**src/rtl/pong_match_ctrl_if.sv**
```systemverilog
// Signal bundle between the Pong match sequencer and its surroundings.
// slave is the controller side; master is the button/miss/paddle/ball side.
interface pong_match_ctrl_if;
    logic       frame_tick_i;
    logic       start_btn_i;
    logic       p1_up_btn_i;
    logic       p1_down_btn_i;
    logic       p2_up_btn_i;
    logic       p2_down_btn_i;
    logic       miss_left_i;
    logic       miss_right_i;

    logic       paddle_reset_o;
    logic       ball_reset_o;
    logic       ball_run_o;
    logic       p1_up_o;
    logic       p1_down_o;
    logic       p2_up_o;
    logic       p2_down_o;
    logic [3:0] score_l_o;
    logic [3:0] score_r_o;
    logic [2:0] state_o;
    logic [1:0] winner_o;

    modport slave (
        input  frame_tick_i, start_btn_i,
        input  p1_up_btn_i, p1_down_btn_i, p2_up_btn_i, p2_down_btn_i,
        input  miss_left_i, miss_right_i,
        output paddle_reset_o, ball_reset_o, ball_run_o,
        output p1_up_o, p1_down_o, p2_up_o, p2_down_o,
        output score_l_o, score_r_o, state_o, winner_o
    );

    modport master (
        output frame_tick_i, start_btn_i,
        output p1_up_btn_i, p1_down_btn_i, p2_up_btn_i, p2_down_btn_i,
        output miss_left_i, miss_right_i,
        input  paddle_reset_o, ball_reset_o, ball_run_o,
        input  p1_up_o, p1_down_o, p2_up_o, p2_down_o,
        input  score_l_o, score_r_o, state_o, winner_o
    );
endinterface

```
**src/rtl/pong_match_ctrl.sv**
```systemverilog
// Pong match sequencer: game FSM, scores, paddle/ball controls and
// frame-paced paddle move strobes. Every output is a register.
//
//  state | meaning
//  IDLE  | waiting for start, paddles and ball held in reset
//  SERVE | ball centred, paddles movable, counting serve frames
//  PLAY  | ball running, misses score points
//  POINT | pause after a point, counting point frames
//  OVER  | winner decided, waiting for start
module pong_match_ctrl #(
    parameter int unsigned WIN_SCORE    = 7,
    parameter int unsigned SERVE_FRAMES = 60,
    parameter int unsigned POINT_FRAMES = 30,
    parameter int unsigned MOVE_STEPS   = 2
) (
    input  logic              clock_i,
    input  logic              reset_i,
    pong_match_ctrl_if.slave  bus
);

    typedef enum logic [2:0] {
        ST_IDLE  = 3'd0,
        ST_SERVE = 3'd1,
        ST_PLAY  = 3'd2,
        ST_POINT = 3'd3,
        ST_OVER  = 3'd4
    } state_e;

    localparam logic [7:0] SERVE_LOAD = 8'(SERVE_FRAMES);
    localparam logic [7:0] POINT_LOAD = 8'(POINT_FRAMES);
    localparam logic [3:0] STEP_LOAD  = 4'(MOVE_STEPS);
    localparam logic [3:0] WIN_VAL    = 4'(WIN_SCORE);

    state_e     state_q, state_d;
    logic [7:0] cnt_q, cnt_d;
    logic       start_prev_q;
    logic [3:0] score_l_q, score_l_d;
    logic [3:0] score_r_q, score_r_d;
    logic [1:0] winner_q, winner_d;
    logic       paddle_reset_q, paddle_reset_d;
    logic       ball_reset_q, ball_reset_d;
    logic       ball_run_q, ball_run_d;
    logic [3:0] p1_step_q, p1_step_d;
    logic [3:0] p2_step_q, p2_step_d;
    logic [1:0] p1_dir_q, p1_dir_d;
    logic [1:0] p2_dir_q, p2_dir_d;
    logic       p1_up_q, p1_up_d, p1_down_q, p1_down_d;
    logic       p2_up_q, p2_up_d, p2_down_q, p2_down_d;

    logic       start_edge;
    logic       move_en;
    logic       tick_act;
    logic [3:0] score_l_inc;
    logic [3:0] score_r_inc;

    // Direction as {up, down}; conflicting or absent presses give no move.
    function automatic logic [1:0] dir_of(input logic up, input logic dn);
        return {up & ~dn, dn & ~up};
    endfunction

    assign start_edge  = bus.start_btn_i & ~start_prev_q;
    assign score_l_inc = score_l_q + 4'd1;
    assign score_r_inc = score_r_q + 4'd1;

    always_comb begin
        state_d   = state_q;
        cnt_d     = cnt_q;
        score_l_d = score_l_q;
        score_r_d = score_r_q;
        winner_d  = winner_q;

        case (state_q)
            ST_IDLE: begin
                if (start_edge) begin
                    score_l_d = 4'd0;
                    score_r_d = 4'd0;
                    cnt_d     = SERVE_LOAD;
                    state_d   = ST_SERVE;
                end
            end
            ST_SERVE: begin
                if (bus.frame_tick_i) begin
                    cnt_d = cnt_q - 8'd1;
                    if (cnt_q <= 8'd1) begin
                        cnt_d   = 8'd0;
                        state_d = ST_PLAY;
                    end
                end
            end
            ST_PLAY: begin
                if (bus.miss_left_i && bus.miss_right_i) begin
                    cnt_d   = SERVE_LOAD;
                    state_d = ST_SERVE;
                end else if (bus.miss_left_i) begin
                    score_r_d = score_r_inc;
                    if (score_r_inc == WIN_VAL) begin
                        winner_d = 2'b10;
                        state_d  = ST_OVER;
                    end else begin
                        cnt_d   = POINT_LOAD;
                        state_d = ST_POINT;
                    end
                end else if (bus.miss_right_i) begin
                    score_l_d = score_l_inc;
                    if (score_l_inc == WIN_VAL) begin
                        winner_d = 2'b01;
                        state_d  = ST_OVER;
                    end else begin
                        cnt_d   = POINT_LOAD;
                        state_d = ST_POINT;
                    end
                end
            end
            ST_POINT: begin
                if (bus.frame_tick_i) begin
                    cnt_d = cnt_q - 8'd1;
                    if (cnt_q <= 8'd1) begin
                        cnt_d   = SERVE_LOAD;
                        state_d = ST_SERVE;
                    end
                end
            end
            ST_OVER: begin
                if (start_edge) begin
                    score_l_d = 4'd0;
                    score_r_d = 4'd0;
                    winner_d  = 2'b00;
                    cnt_d     = SERVE_LOAD;
                    state_d   = ST_SERVE;
                end
            end
            default: begin
                state_d = ST_IDLE;
            end
        endcase
    end

    always_comb begin
        paddle_reset_d = (state_d == ST_IDLE);
        ball_run_d     = (state_d == ST_PLAY);
        ball_reset_d   = ~ball_run_d;
    end

    // Bursts follow the next state so they are already off in the first
    // cycle of POINT/OVER/IDLE.
    assign move_en  = (state_d == ST_SERVE) || (state_d == ST_PLAY);
    assign tick_act = bus.frame_tick_i &&
                      ((state_q == ST_SERVE) || (state_q == ST_PLAY));

    always_comb begin
        p1_step_d = p1_step_q;
        p1_dir_d  = p1_dir_q;
        if (!move_en) begin
            p1_step_d = 4'd0;
            p1_dir_d  = 2'b00;
        end else if (tick_act) begin
            p1_dir_d  = dir_of(bus.p1_up_btn_i, bus.p1_down_btn_i);
            p1_step_d = (p1_dir_d != 2'b00) ? STEP_LOAD : 4'd0;
        end else if (p1_step_q != 4'd0) begin
            p1_step_d = p1_step_q - 4'd1;
        end
        p1_up_d   = p1_dir_d[1] && (p1_step_d != 4'd0);
        p1_down_d = p1_dir_d[0] && (p1_step_d != 4'd0);
    end

    always_comb begin
        p2_step_d = p2_step_q;
        p2_dir_d  = p2_dir_q;
        if (!move_en) begin
            p2_step_d = 4'd0;
            p2_dir_d  = 2'b00;
        end else if (tick_act) begin
            p2_dir_d  = dir_of(bus.p2_up_btn_i, bus.p2_down_btn_i);
            p2_step_d = (p2_dir_d != 2'b00) ? STEP_LOAD : 4'd0;
        end else if (p2_step_q != 4'd0) begin
            p2_step_d = p2_step_q - 4'd1;
        end
        p2_up_d   = p2_dir_d[1] && (p2_step_d != 4'd0);
        p2_down_d = p2_dir_d[0] && (p2_step_d != 4'd0);
    end

    always_ff @(posedge clock_i) begin
        if (reset_i) begin
            state_q        <= ST_IDLE;
            cnt_q          <= 8'd0;
            start_prev_q   <= 1'b0;
            score_l_q      <= 4'd0;
            score_r_q      <= 4'd0;
            winner_q       <= 2'b00;
            paddle_reset_q <= 1'b1;
            ball_reset_q   <= 1'b1;
            ball_run_q     <= 1'b0;
            p1_step_q      <= 4'd0;
            p2_step_q      <= 4'd0;
            p1_dir_q       <= 2'b00;
            p2_dir_q       <= 2'b00;
            p1_up_q        <= 1'b0;
            p1_down_q      <= 1'b0;
            p2_up_q        <= 1'b0;
            p2_down_q      <= 1'b0;
        end else begin
            state_q        <= state_d;
            cnt_q          <= cnt_d;
            start_prev_q   <= bus.start_btn_i;
            score_l_q      <= score_l_d;
            score_r_q      <= score_r_d;
            winner_q       <= winner_d;
            paddle_reset_q <= paddle_reset_d;
            ball_reset_q   <= ball_reset_d;
            ball_run_q     <= ball_run_d;
            p1_step_q      <= p1_step_d;
            p2_step_q      <= p2_step_d;
            p1_dir_q       <= p1_dir_d;
            p2_dir_q       <= p2_dir_d;
            p1_up_q        <= p1_up_d;
            p1_down_q      <= p1_down_d;
            p2_up_q        <= p2_up_d;
            p2_down_q      <= p2_down_d;
        end
    end

    assign bus.state_o        = state_q;
    assign bus.score_l_o      = score_l_q;
    assign bus.score_r_o      = score_r_q;
    assign bus.winner_o       = winner_q;
    assign bus.paddle_reset_o = paddle_reset_q;
    assign bus.ball_reset_o   = ball_reset_q;
    assign bus.ball_run_o     = ball_run_q;
    assign bus.p1_up_o        = p1_up_q;
    assign bus.p1_down_o      = p1_down_q;
    assign bus.p2_up_o        = p2_up_q;
    assign bus.p2_down_o      = p2_down_q;

endmodule

```
**src/flat_wrapper.sv**
```systemverilog
// flat-port wrapper written by rule: the top's interface ports become plain ports
module pong_match_ctrl_flat 
#(
    parameter int unsigned WIN_SCORE    = 7,
    parameter int unsigned SERVE_FRAMES = 60,
    parameter int unsigned POINT_FRAMES = 30,
    parameter int unsigned MOVE_STEPS   = 2
)
  (clock_i, reset_i, bus_frame_tick_i, bus_start_btn_i, bus_p1_up_btn_i, bus_p1_down_btn_i, bus_p2_up_btn_i, bus_p2_down_btn_i, bus_miss_left_i, bus_miss_right_i, bus_paddle_reset_o, bus_ball_reset_o, bus_ball_run_o, bus_p1_up_o, bus_p1_down_o, bus_p2_up_o, bus_p2_down_o, bus_score_l_o, bus_score_r_o, bus_state_o, bus_winner_o);
  pong_match_ctrl_if bus_i ();
  input  logic clock_i;
  input  logic reset_i;
  input wire logic [$bits(bus_i.frame_tick_i)-1:0] bus_frame_tick_i;
  input wire logic [$bits(bus_i.start_btn_i)-1:0] bus_start_btn_i;
  input wire logic [$bits(bus_i.p1_up_btn_i)-1:0] bus_p1_up_btn_i;
  input wire logic [$bits(bus_i.p1_down_btn_i)-1:0] bus_p1_down_btn_i;
  input wire logic [$bits(bus_i.p2_up_btn_i)-1:0] bus_p2_up_btn_i;
  input wire logic [$bits(bus_i.p2_down_btn_i)-1:0] bus_p2_down_btn_i;
  input wire logic [$bits(bus_i.miss_left_i)-1:0] bus_miss_left_i;
  input wire logic [$bits(bus_i.miss_right_i)-1:0] bus_miss_right_i;
  output wire logic [$bits(bus_i.paddle_reset_o)-1:0] bus_paddle_reset_o;
  output wire logic [$bits(bus_i.ball_reset_o)-1:0] bus_ball_reset_o;
  output wire logic [$bits(bus_i.ball_run_o)-1:0] bus_ball_run_o;
  output wire logic [$bits(bus_i.p1_up_o)-1:0] bus_p1_up_o;
  output wire logic [$bits(bus_i.p1_down_o)-1:0] bus_p1_down_o;
  output wire logic [$bits(bus_i.p2_up_o)-1:0] bus_p2_up_o;
  output wire logic [$bits(bus_i.p2_down_o)-1:0] bus_p2_down_o;
  output wire logic [$bits(bus_i.score_l_o)-1:0] bus_score_l_o;
  output wire logic [$bits(bus_i.score_r_o)-1:0] bus_score_r_o;
  output wire logic [$bits(bus_i.state_o)-1:0] bus_state_o;
  output wire logic [$bits(bus_i.winner_o)-1:0] bus_winner_o;
  assign bus_i.frame_tick_i = bus_frame_tick_i;
  assign bus_i.start_btn_i = bus_start_btn_i;
  assign bus_i.p1_up_btn_i = bus_p1_up_btn_i;
  assign bus_i.p1_down_btn_i = bus_p1_down_btn_i;
  assign bus_i.p2_up_btn_i = bus_p2_up_btn_i;
  assign bus_i.p2_down_btn_i = bus_p2_down_btn_i;
  assign bus_i.miss_left_i = bus_miss_left_i;
  assign bus_i.miss_right_i = bus_miss_right_i;
  assign bus_paddle_reset_o = bus_i.paddle_reset_o;
  assign bus_ball_reset_o = bus_i.ball_reset_o;
  assign bus_ball_run_o = bus_i.ball_run_o;
  assign bus_p1_up_o = bus_i.p1_up_o;
  assign bus_p1_down_o = bus_i.p1_down_o;
  assign bus_p2_up_o = bus_i.p2_up_o;
  assign bus_p2_down_o = bus_i.p2_down_o;
  assign bus_score_l_o = bus_i.score_l_o;
  assign bus_score_r_o = bus_i.score_r_o;
  assign bus_state_o = bus_i.state_o;
  assign bus_winner_o = bus_i.winner_o;
  pong_match_ctrl #(.WIN_SCORE(WIN_SCORE), .SERVE_FRAMES(SERVE_FRAMES), .POINT_FRAMES(POINT_FRAMES), .MOVE_STEPS(MOVE_STEPS)) u_core (.clock_i(clock_i), .reset_i(reset_i), .bus(bus_i));
endmodule
```
**config.mk**
```make
export PLATFORM = sky130hd
export DESIGN_NAME = pong_match_ctrl_flat
export DESIGN_NICKNAME = d
export VERILOG_FILES = /design/src/rtl/pong_match_ctrl_if.sv /design/src/rtl/pong_match_ctrl.sv /design/src/flat_wrapper.sv
export SDC_FILE = /design/constraint.sdc
export NUM_CORES = 1
export LEC_CHECK = 0
export BUFFER_PORTS_ARGS = -buffer_cell sky130_fd_sc_hd__buf_2
export CAP_MARGIN = 10
export CORE_MARGIN = 1
export CORE_UTILIZATION = 40
export DETAILED_ROUTE_END_ITERATION = 7
export PLACE_DENSITY = 0.6
export SETUP_SLACK_MARGIN = 0.3
export SYNTH_ARGS = -nofsm -noshare
export SYNTH_HDL_FRONTEND = slang
export SYNTH_SLANG_ARGS = --single-unit
```
**constraint.sdc**
```tcl
create_clock -name clock_i -period 2.5 [get_ports clock_i]
set_clock_uncertainty 0.1 [all_clocks]
set_input_delay 0.5 -clock clock_i [delete_from_list [all_inputs] [get_ports clock_i]]
set_output_delay 0.5 -clock clock_i [all_outputs]
set_load 0.05 [all_outputs]
```
---- Word-level counts from Yosys, hierarchy flattened ----
Index checks and enable logic that the tools add are counted.
word-level totals
  flip-flop bits (word level) ............. 41
  bits of input ports ..................... 10
  output and inout bits ................... 20
  logic and storage cells ................. 129
cells by class
  $add $sub $neg .......................... 5
  magnitude comparators ................... 1
  eq/ne operators ......................... 22
  multiplexer cells ....................... 49
  bitwise operators ....................... 11
  reduce and logical (&&, ||, !) cells .... 24
operators by type and width
  cell                                                   number
  2-to-1 mux 8 bit                                       10
  2-to-1 mux 4 bit                                       12
  one-hot mux 8 bit (4 select lines)                     1
  2-to-1 mux 3 bit                                       10
  2-to-1 mux 2 bit                                       12
  nonzero test 4 bit                                     5
  one-hot mux 4 bit (2 select lines)                     2
  inequality test 2 bit, second input constant           6
  inequality test 4 x 3 -> 1 bit, second input constant  3
  one-hot mux 3 bit (4 select lines)                     1
  == test 3 x 2 -> 1 bit, second input constant          3
  adder 4 x 1 -> 4 bit, second input constant            2
  == test 4 x 3 -> 1 bit, second input constant          2
  <= comparator 8 x 1 -> 1 bit, second input constant    1
  nonzero test 2 bit                                     4
  subtractor 4 x 1 -> 4 bit, second input constant       2
  subtractor 8 x 1 -> 8 bit, second input constant       1
  AND reduction 7 bit                                    1
  == test 3 x 1 -> 1 bit, second input constant          2
  logical AND 1 bit                                      6
  zero test 3 bit                                        2
  inequality test 3 x 2 -> 1 bit, second input constant  2
  inverter 1 bit                                         6
  AND reduction 6 bit                                    1
  other kinds (9)                                        15

---- Longest topological paths before layout ----
Gate-level depths: netlist of run 1.
  word-level depth ........................ 12
  mapped depth ............................ 10
  gate-level depth less buffers ........... 8

---- Least setup slack after synthesis of run 1 ----
OpenSTA, ideal clock, no wires.
  kind .................................... reg2reg
  start ................................... reg u_core.score_l_q[0], in the netlist u_core.bus.score_l_o[0]
  end ..................................... reg u_core.cnt_q[0]
  setup time .............................. 0.128 ns
  arrival ................................. 2.482 ns
  data required time ...................... 2.272 ns
  slack ................................... -0.210 ns
  cell stages (with the launch flop) ...... 9
  path buffers ............................ 1
  clock period less this slack ............ 2.710 ns
  path through ............................ dfxtp_1 ha_1 nor4bb_1 a311o_1 o211ai_1 o31ai_1 clkbuf_1 mux2i_1 nor2_1
on the way
  longest elaborated chain between the ends .. 4
RTL lines
  what                                             RTL line                source
  start, declared                                  pong_match_ctrl.sv:37   logic [3:0] score_l_q, score_l_d;
  start signal, assigned                           pong_match_ctrl.sv:205  score_l_q <= score_l_d;
  adder 4 x 1 -> 4 bit                             pong_match_ctrl.sv:62   assign score_l_inc = score_l_q + 4'd1;
  == test 4 x 3 -> 1 bit                           pong_match_ctrl.sv:105  if (score_l_inc == WIN_VAL) begin
  inequality test 4 x 3 -> 1 bit (no source line)  --
  AND reduction 7 bit (no source line)             --
  end signal, assigned                             pong_match_ctrl.sv:203  cnt_q <= cnt_d;
  end, declared                                    pong_match_ctrl.sv:35   logic [7:0] cnt_q, cnt_d;
Every way passes these cells.
A chain may end at the register's enable or synchronous reset.

---- Worst setup path after layout of run 1 ----
  start ................................... reg u_core.cnt_q[2]
  end ..................................... reg u_core.cnt_q[5]
on the way
  longest elaborated chain between the ends .. 4
  elaborated cells between the ends (all ways) .. 7
  those cells by class .................... add/sub (1); order compare (1); mux (5)
RTL lines
  what                                                                              RTL line                                       source
  subtractor 8 x 1 -> 8 bit / <= comparator 8 x 1 -> 1 bit (equally long branches)  --
  2-to-1 mux 8 bit, on equally long branches                                        pong_match_ctrl.sv:117, pong_match_ctrl.sv:84
  2-to-1 mux 8 bit, on equally long branches                                        pong_match_ctrl.sv:115, pong_match_ctrl.sv:82
  one-hot mux 8 bit (4 select lines) (*)                                            pong_match_ctrl.sv:72                          case (state_q)
Every way passes the cells marked *; elsewhere a longest branch is shown, timed or not. The select of a mux whose other input is x is not followed.

==> metrics, run 1 <==
run status=finished clean; Final period util=91.4%; die span in y=79.6 um; worst reg2reg path depth=7; Psw=0.000741 W; post-DP HPWL=3.93 mm; Max clock buf depth=2; Yosys Warn Count=0; routability cong.=0.830; Worst Tran Pin Value=0.554 ns; die area=6340 um2; Root Buffer=clkbuf_8; latest clock arrival within the worst-skew pair=0.29 ns; row cnt=27; MaxCap Viol Count=0; Worst Hold Path Cells=2; clock slew at reported path FFs=0.08 ns; Worst Path Max Fanout=6; worst hold endpoint=u_core.start_prev_q; nets=349; Sw Share=36.4%; CTS tree=done; Slew HR=62.7%; Largest stage delay, worst path=0.51 ns; grt ovf=0; DR WL/cell=15.1 um; post-place setup slack=0.129 ns; Inst Count DP=383; drt pass-1 iters=4; initial antenna violation count=0; PwrDens=661 nW/um2; core area=5640 um2; Peak Freq=438 MHz; Filler cells=530; part of the power in registers=37.1%; CTS sink cnt=41; Slowest cell on crit path=or4_1; RSZ-0062 raised after global routing=true; WHS=0.341 ns; Worst Path Required=2.64 ns; Avg Synthesized Cell Area=8.48 um2; largest net degree at the start of global routing=23; # IOs=30; Num CTS Buffers=5; Routed WL=6.02 mm; Mapped Area=2410 um2; commonest cells after routing, fill and taps aside=32 x nor2_1, 30 x dfxtp_1, 29 x buf_2, 23 x a21oi_1, 16 x nand2_1; P&R area growth vs syn=27.8%; crit-path cells=buf_4, or4_1, nor2_1, xor2_1, a21oi_1, or3b_2, a21oi_2; crit path DAT=2.42 ns; Overall Power=0.00204 W; Top delay family on crit path=simple AND/OR/NAND/NOR gates; first-pass GRT wire length=9.92 mm; Async SR Flop Fraction=0%; layout cells sized above 1=32.6%; Die Span X=79.6 um; Seq/Total Area, Yosys=34.1%; number of global-route vias before repair=2148; # H-tree levels=2; Synth cell types=60; post-route minimum period=2.29 ns; final worst slack=0.215 ns; reg2reg end=u_core.cnt_q[5]; Min-Delay Startpoint=bus_start_btn_i; non-filler cells, final=400; Buf/Inv on CP=1; Port Buffers=29; vias per inst=5.63; LEAKAGE=1.24 nW; ys flop type=dfxtp_1; Post-Synthesis Cells=284; DRT iter0 DRCs=150; CP Launch Type=register; cts hold-fix bufs=0; endpoint class of the critical path=register; VDD IR-drop max=239 uV; Setup TNS=0 ns; EDFF count, synth=0; Crit Path Category=register to register; Clock Power Share=25.3%; syn_nets=306; Slew Limit Fails=0; R2R Setup Slk=0.21 ns; via count=2250; R2R Path Start=u_core.cnt_q[2]; Routed Antenna Nets=0; Hold Path Class=input pin to register; count of state elements after synthesis=41; Starting Density=42.7%; Comb pwr share=37.5%; # DRC=0; diode count=0; Internal=0.00129 W; Tot GR Track Use=20.0%; commonest non-fill, non-tap cell in the layout=nor2_1; # setup viols final=0; Final Hold Viols=0
## final cells by class
| type | count | area, um2 | area share, % |
|---|---|---|---|
| tap | 72 | 90.1 | 2.93 |
| inverter | 17 | 63.8 | 2.07 |
| multi-input combinational | 217 | 1700 | 55.2 |
| sequential | 41 | 845 | 27.4 |
| timing repair buffer | 45 | 269 | 8.74 |
| clock buffer | 8 | 111 | 3.62 |
## registers in the layout, indices dropped and copies added (netlist names), 2 cells and up
| name | count |
|---|---|
| u_core.cnt_q | 8 |
| u_core.bus.score_l_o | 4 |
| u_core.bus.score_r_o | 4 |
| u_core.p1_step_q | 4 |
| u_core.p2_step_q | 4 |
| u_core.bus.state_o | 3 |
| u_core.bus.winner_o | 2 |
| u_core.p1_dir_q | 2 |
| u_core.p2_dir_q | 2 |
## Yosys cell counts (2+ instances only)
cell type	n	share of area, %
o32ai_1	2	0.73
nand3b_1	3	0.93
ha_1	12	6.2
clkbuf_1	7	1.1
and3b_1	2	0.73
buf_6	2	0.93
a22o_1	2	0.73
o21ai_0	12	2.5
a211oi_1	7	2.2
nand2b_1	7	1.8
xor2_1	3	1.1
nor2_1	32	5.0
a31oi_1	7	1.8
a211oi_2	3	1.6
mux2i_1	10	4.2
nor3b_1	3	0.93
nor2b_1	5	1.3
nand2_1	16	2.5
xnor2_1	4	1.5
a21boi_1	2	0.62
nand3_1	7	1.5
or3_1	6	1.6
dfxtp_1	41	34
a21oi_1	28	5.8
nor3_1	7	1.5
inv_1	17	2.6
nor4_1	3	0.78
nor4b_1	2	0.73
## per-stage QoR
step                      utilization [%]  instance area [um2]
final                                54.6                 3080
after global routing                 54.6                 3080
after CTS                            53.4                 3010
after detailed placement             49.1                 2770
after global placement               49.1                 2770
after floorplan                         -                 2530
## per-layer routing
metal  wire, um  up-vias  part of all wire [%]  global-route usage [%]
li1           -     1121                     -                       -
met1       2680     1066                    44                    24.9
met2       3030       58                    50                    35.0
met3        251        5                   4.2                    3.31
met4         63        0                   1.0                    6.00
met5          0        -                     0                       0
## logic make-up after synthesis
kind of cell / share of synthesized area, %
AND/OR/NAND/NOR: 24.9
flip-flops: 34.1
AO/OA/AOI/OAI: 23.0
XOR/XNOR: 2.55
buffers and inverters: 5.14
adder cells (fa/ha/maj): 6.23
multiplexers: 4.16
## worst max path at each step
stage	endpoint	start	cells after the start	slack (ns)
6_report	u_core.cnt_q[5]	u_core.cnt_q[2]	7	0.21
2_1_floorplan	u_core.p2_dir_q[0]	u_core.bus.score_l_o[0]	9	0.30
3_5_place_dp	u_core.p2_step_q[0]	u_core.bus.score_l_o[0]	8	0.13
3_3_place_gp	u_core.p2_dir_q[1]	u_core.cnt_q[0]	6	0.22
4_1_cts	u_core.cnt_q[0]	u_core.bus.score_l_o[1]	8	0.26
5_1_grt	u_core.cnt_q[5]	u_core.cnt_q[2]	7	0.16
## what timing repair did
item / CTS / global route
cloned: 2 / 0
gates resized for setup: 13 / 12
endpoints found under the setup margin: 20 / 28
hold endpoints to repair: 0 / 0
pin swaps: 12 / 13
buffers inserted: 6 / 1
## power by group through the flow
stage / registers [W] / clock network (W) / logic [W]
detailed placement: 0.000768 / 0 / 0.000651
CTS: 0.000755 / 0.000531 / 0.000716
finish: 0.000756 / 0.000516 / 0.000764
global route: 0.000764 / 0.000554 / 0.000831
global placement: 0.000768 / 0 / 0.000652
floorplan: 0.000788 / 0 / 0.000489
Power figures use the tool's default switching activity.
==> run 2: changes to the inputs <==
RECOVER_POWER = 50   (was default)
==> metrics, run 2 (synthesis gave the netlist of run 1 again) <==
# DRC=0; nets=349; PwrDens=667 nW/um2; post-route minimum period=2.29 ns; commonest non-fill, non-tap cell in the layout=nor2_1; LEAKAGE=1.15 nW; via count=2245; latest clock arrival within the worst-skew pair=0.29 ns; run status=finished clean; DRT iter0 DRCs=146; Top Layer Used=met4; # H-tree levels=2; # IOs=30; CP Launch Type=register; Routed WL=6.03 mm; largest register by flop count=u_core.cnt_q; crit path DAT=2.42 ns; Crit Path Category=register to register; layout cells sized above 1=25.6%; Routed Antenna Nets=0; Port Buffers=29; Peak Freq=436 MHz; Num CTS Buffers=5; M1 wire length=2.67 mm; RSZ-0062 raised after global routing=true; clock slew at reported path FFs=0.08 ns; WL met2=3.07 mm; DR WL/cell=15.1 um; die area=6340 um2; VDD IR-drop max=238 uV; Die Span X=79.6 um; diode count=0; number of global-route vias before repair=2148; final worst slack=0.207 ns; Root Buffer=clkbuf_8; Slew Limit Fails=0; vias per inst=5.61; Final Hold Viols=0; die span in y=79.6 um; core area=5640 um2; Final period util=91.7%; largest net degree at the start of global routing=23; Worst Path Required=2.63 ns; Starting Density=42.7%; # setup viols final=0; Tot GR Track Use=20.0%; met3 wire length=225 um; row cnt=27; grt ovf=0; Max clock buf depth=2; Worst Tran Pin Value=1.08 ns; Largest register FFs=8; P&R area growth vs syn=26.5%; CTS tree=done; drt pass-1 iters=4; MaxCap Viol Count=0; first-pass GRT wire length=9.92 mm; Hold Path Class=input pin to register; Setup TNS=0 ns; cts hold-fix bufs=0; post-place setup slack=0.129 ns; commonest cells after routing, fill and taps aside=32 x nor2_1, 31 x dfxtp_1, 23 x a21oi_1, 23 x clkbuf_1, 16 x nand2_1; routability cong.=0.830; Slew HR=28.2%; initial antenna violation count=0; Worst Path Max Fanout=6; endpoint class of the critical path=register; CTS sink cnt=41; post-DP HPWL=3.93 mm
run 2: area by class of cell:
type | instances | area, um2
inverter | 17 | 63.8
multi-input combinational | 217 | 1700
fill | 542 | 2590
tap | 72 | 90.1
clock buffer | 8 | 111
timing repair buffer | 45 | 239
sequential | 41 | 843
run 2: what timing repair did:
action	4_1_cts	5_1_grt
gates cloned	2	0
pin swaps	12	13
resized for setup	13	12
setup buffers	6	1
setup endpoints to repair	20	28
run 2: where the power goes:
part	internal, W	switching, W	leakage [nW]
Combinational	0.000312	0.000448	0.755
Sequential	0.000693	0.0000634	0.339
Clock	0.000285	0.000231	0.0566
Total	0.00129	0.000742	1.15
run 2: final timing paths:
kind,start,endpoint,slack (ns),cells after the start
hold / removal,bus_start_btn_i,u_core.start_prev_q,0.34,2
setup reg to reg,u_core.cnt_q[2],u_core.cnt_q[5],0.21,7
setup / recovery,u_core.cnt_q[2],u_core.cnt_q[5],0.21,7
hold reg to reg,u_core.bus.winner_o[1],u_core.bus.winner_o[1],0.39,2
run 2: metal layers:
metal  global-route usage [%]  vias up
met5                        0        -
met4                     6.00        0
met2                     35.0       52
met3                     3.31        5
li1                         -     1123
met1                     24.9     1065
run 2: critical path: stages, from the launching register on:
cell and delay (ns):
dfxtp_1 0.34, buf_4 0.16, or4_1 0.51, nor2_1 0.18, xor2_1 0.22, a21oi_1 0.09, or3b_2 0.49, a21oi_2 0.13
run 2: metrics by stage:
step	util [%]	instances	hold slack [ns]	power [W]	instance area [um2]
floorplan	-	284	0.383	0.00128	2530
global placement	49.1	383	0.374	0.00142	2770
global route	54.0	400	0.339	0.00215	3050
CTS	53.4	399	0.336	0.00200	3010
detailed placement	49.1	383	0.376	0.00142	2770
finish	54.0	400	0.343	0.00203	3050
==> run 3: changes to the inputs <==
ABC_AREA = 1   (was default)
PLACE_DENSITY = 0.59   (was 0.6)
==> metrics, run 3 <==
Routed WL=5.07 mm; P&R area growth vs syn=12.9%; Yosys Warn Count=0; drt pass-1 iters=4; Final Hold Viols=0; Mapped Area=2470 um2; Crit Path Category=register to register; die area=6500 um2; Slew HR=24.9%; Root Buffer=clkbuf_8; Die Span X=80.6 um; grt ovf=0; run status=finished clean; syn_nets=360; Synth area leaders=dfxtp_1 33%, inv_1 8.2%, nand2_1 7.4%; largest register by flop count=u_core.cnt_q; most frequent cell after synthesis=inv_1; part of the power in registers=38.6%; # H-tree levels=2; EDFF count, synth=0; area post-placement=2700 um2; # setup viols final=0; Avg Synthesized Cell Area=7.31 um2; first-pass GRT wire length=8.83 mm; Post-Synthesis Cells=338; largest net degree at the start of global routing=22; # IOs=30; Async SR Flop Fraction=0%; latest clock arrival within the worst-skew pair=0.29 ns; routability cong.=0.778; MaxCap Viol Count=0; DR WL/cell=11.3 um; Final Instance Area=2790 um2; Hold Path Class=input pin to register; Port Buffers=29; Comb pwr share=33.7%; VDD IR-drop max=238 uV; post-DP HPWL=3.81 mm; crit path DAT=2.27 ns; via count=2107; Clock Power Share=27.6%; RSZ-0062 raised after global routing=false; ys flop type=dfxtp_1; CTS tree=done; Setup TNS=0 ns; Max clock buf depth=2; count of state elements after synthesis=41; Worst Tran Pin Value=1.13 ns; cts hold-fix bufs=0; Slew Limit Fails=0; DRT iter0 DRCs=77; initial antenna violation count=0; Worst Path Required=2.64 ns; Num CTS Buffers=5; # DRC=0; die span in y=80.6 um; WHS=0.317 ns; Largest register FFs=8; Peak Freq=468 MHz; CTS sink cnt=41; commonest cells after routing, fill and taps aside=55 x inv_1, 49 x nand2_1, 41 x nor2_1, 41 x dfxtp_1, 21 x clkbuf_1; clock slew at reported path FFs=0.08 ns; PwrDens=682 nW/um2; Sw Share=36.4%; diode count=0; CP Launch Type=register; Starting Density=41.5%; Internal=0.00121 W; Routed Antenna Nets=0; LEAKAGE=1.23 nW; vias per inst=4.70; row cnt=28; Psw=0.000693 W; post-synth top area share=33.2%; layout cells sized above 1=18.8%; number of global-route vias before repair=1902; Final period util=85.4%; core area=5960 um2; post-route minimum period=2.14 ns; Post-synth top cells=54 x inv_1, 49 x nand2_1, 41 x dfxtp_1, 41 x nor2_1, 17 x a21oi_1; commonest non-fill, non-tap cell in the layout=inv_1; Seq/Total Area, Yosys=33.2%; Synth area leader=dfxtp_1; nets=395; Synth cell types=37; Worst Path Max Fanout=9; endpoint class of the critical path=register; Filler cells=627; Tot GR Track Use=17.7%
## run 3: changes by cell type after synthesis, moves of 7 or more
cell and delta:
nand2_2 +14, nand2_1 +33, nor2_1 +9, a21oi_1 -11, inv_1 +37, nor2_2 +13
nand2b_1 -7
## run 3: final cells by class
class / count / area [um2] / share of cell area, %
multi-input combinational: 233 / 1410 / 50.5
timing repair buffer: 31 / 131 / 4.71
inverter: 61 / 231 / 8.29
sequential: 41 / 821 / 29.4
clock inverter: 2 / 35.0 / 1.26
clock buffer: 5 / 68.8 / 2.47
tap: 75 / 93.8 / 3.36
## run 3: path summary, 6_finish.rpt
| kind | startpoint | to | slack [ns] | cells after the start |
|---|---|---|---|---|
| worst max register to register | u_core.cnt_q[0] | u_core.p2_step_q[0] | 0.36 | 12 |
| worst max-delay path | u_core.cnt_q[0] | u_core.p2_step_q[0] | 0.36 | 12 |
| worst min register to register | u_core.bus.winner_o[1] | u_core.bus.winner_o[1] | 0.37 | 2 |
| worst min-delay path | bus_start_btn_i | u_core.start_prev_q | 0.32 | 3 |
## run 3: metrics by stage
step	total power [W]	util [%]	setup WS, ns	instances
finish	0.00190	46.9	0.364	448
global route	0.00203	46.9	0.174	448
CTS	0.00190	47.0	0.392	447
detailed placement	0.00138	45.3	0.410	440
global placement	0.00138	45.3	0.410	440
floorplan	0.00126	-	0.339	338
## run 3: power by group through the flow
stage | sequential [W] | clock [W] | combinational [W]
floorplan | 0.000788 | 0 | 0.000470
global placement | 0.000750 | 0 | 0.000626
detailed placement | 0.000751 | 0 | 0.000629
CTS | 0.000735 | 0.000532 | 0.000632
global route | 0.000742 | 0.000559 | 0.000730
finish | 0.000735 | 0.000526 | 0.000642
## run 3: critical path, stage by stage (launching register included)
cell	delay (ns)
dfxtp_1	0.34
inv_1	0.09
ha_2	0.20
nor2_1	0.06
nor2_2	0.15
nand3_4	0.14
nor2_4	0.13
o21ai_1	0.09
a21oi_1	0.29
nand2_2	0.15
nand2_8	0.15
nand2_4	0.08
nor2_2	0.09
## run 3: routing by layer
metal  up-vias  global-route usage, %  part of all wire [%]
met5         -                      0                     0
met4         0                   6.43                   1.2
met3         5                   3.64                   3.3
met2        32                   28.1                    44
met1       932                   23.5                    51
li1       1138                      -                     -
## run 3: logic make-up after synthesis
family	share of synthesized area (%)
AO/OA/AOI/OAI	13.4
XOR/XNOR	2.83
adder cells (fa/ha/maj)	6.07
buffers and inverters	10.2
flip-flops	33.2
multiplexers	1.62
AND/OR/NAND/NOR	32.6
## run 3: timing repair
item / 4_1_cts / 5_1_grt
resized for setup: 0 / 5
endpoints found under the setup margin: 0 / 19
buffers inserted: 0 / 1
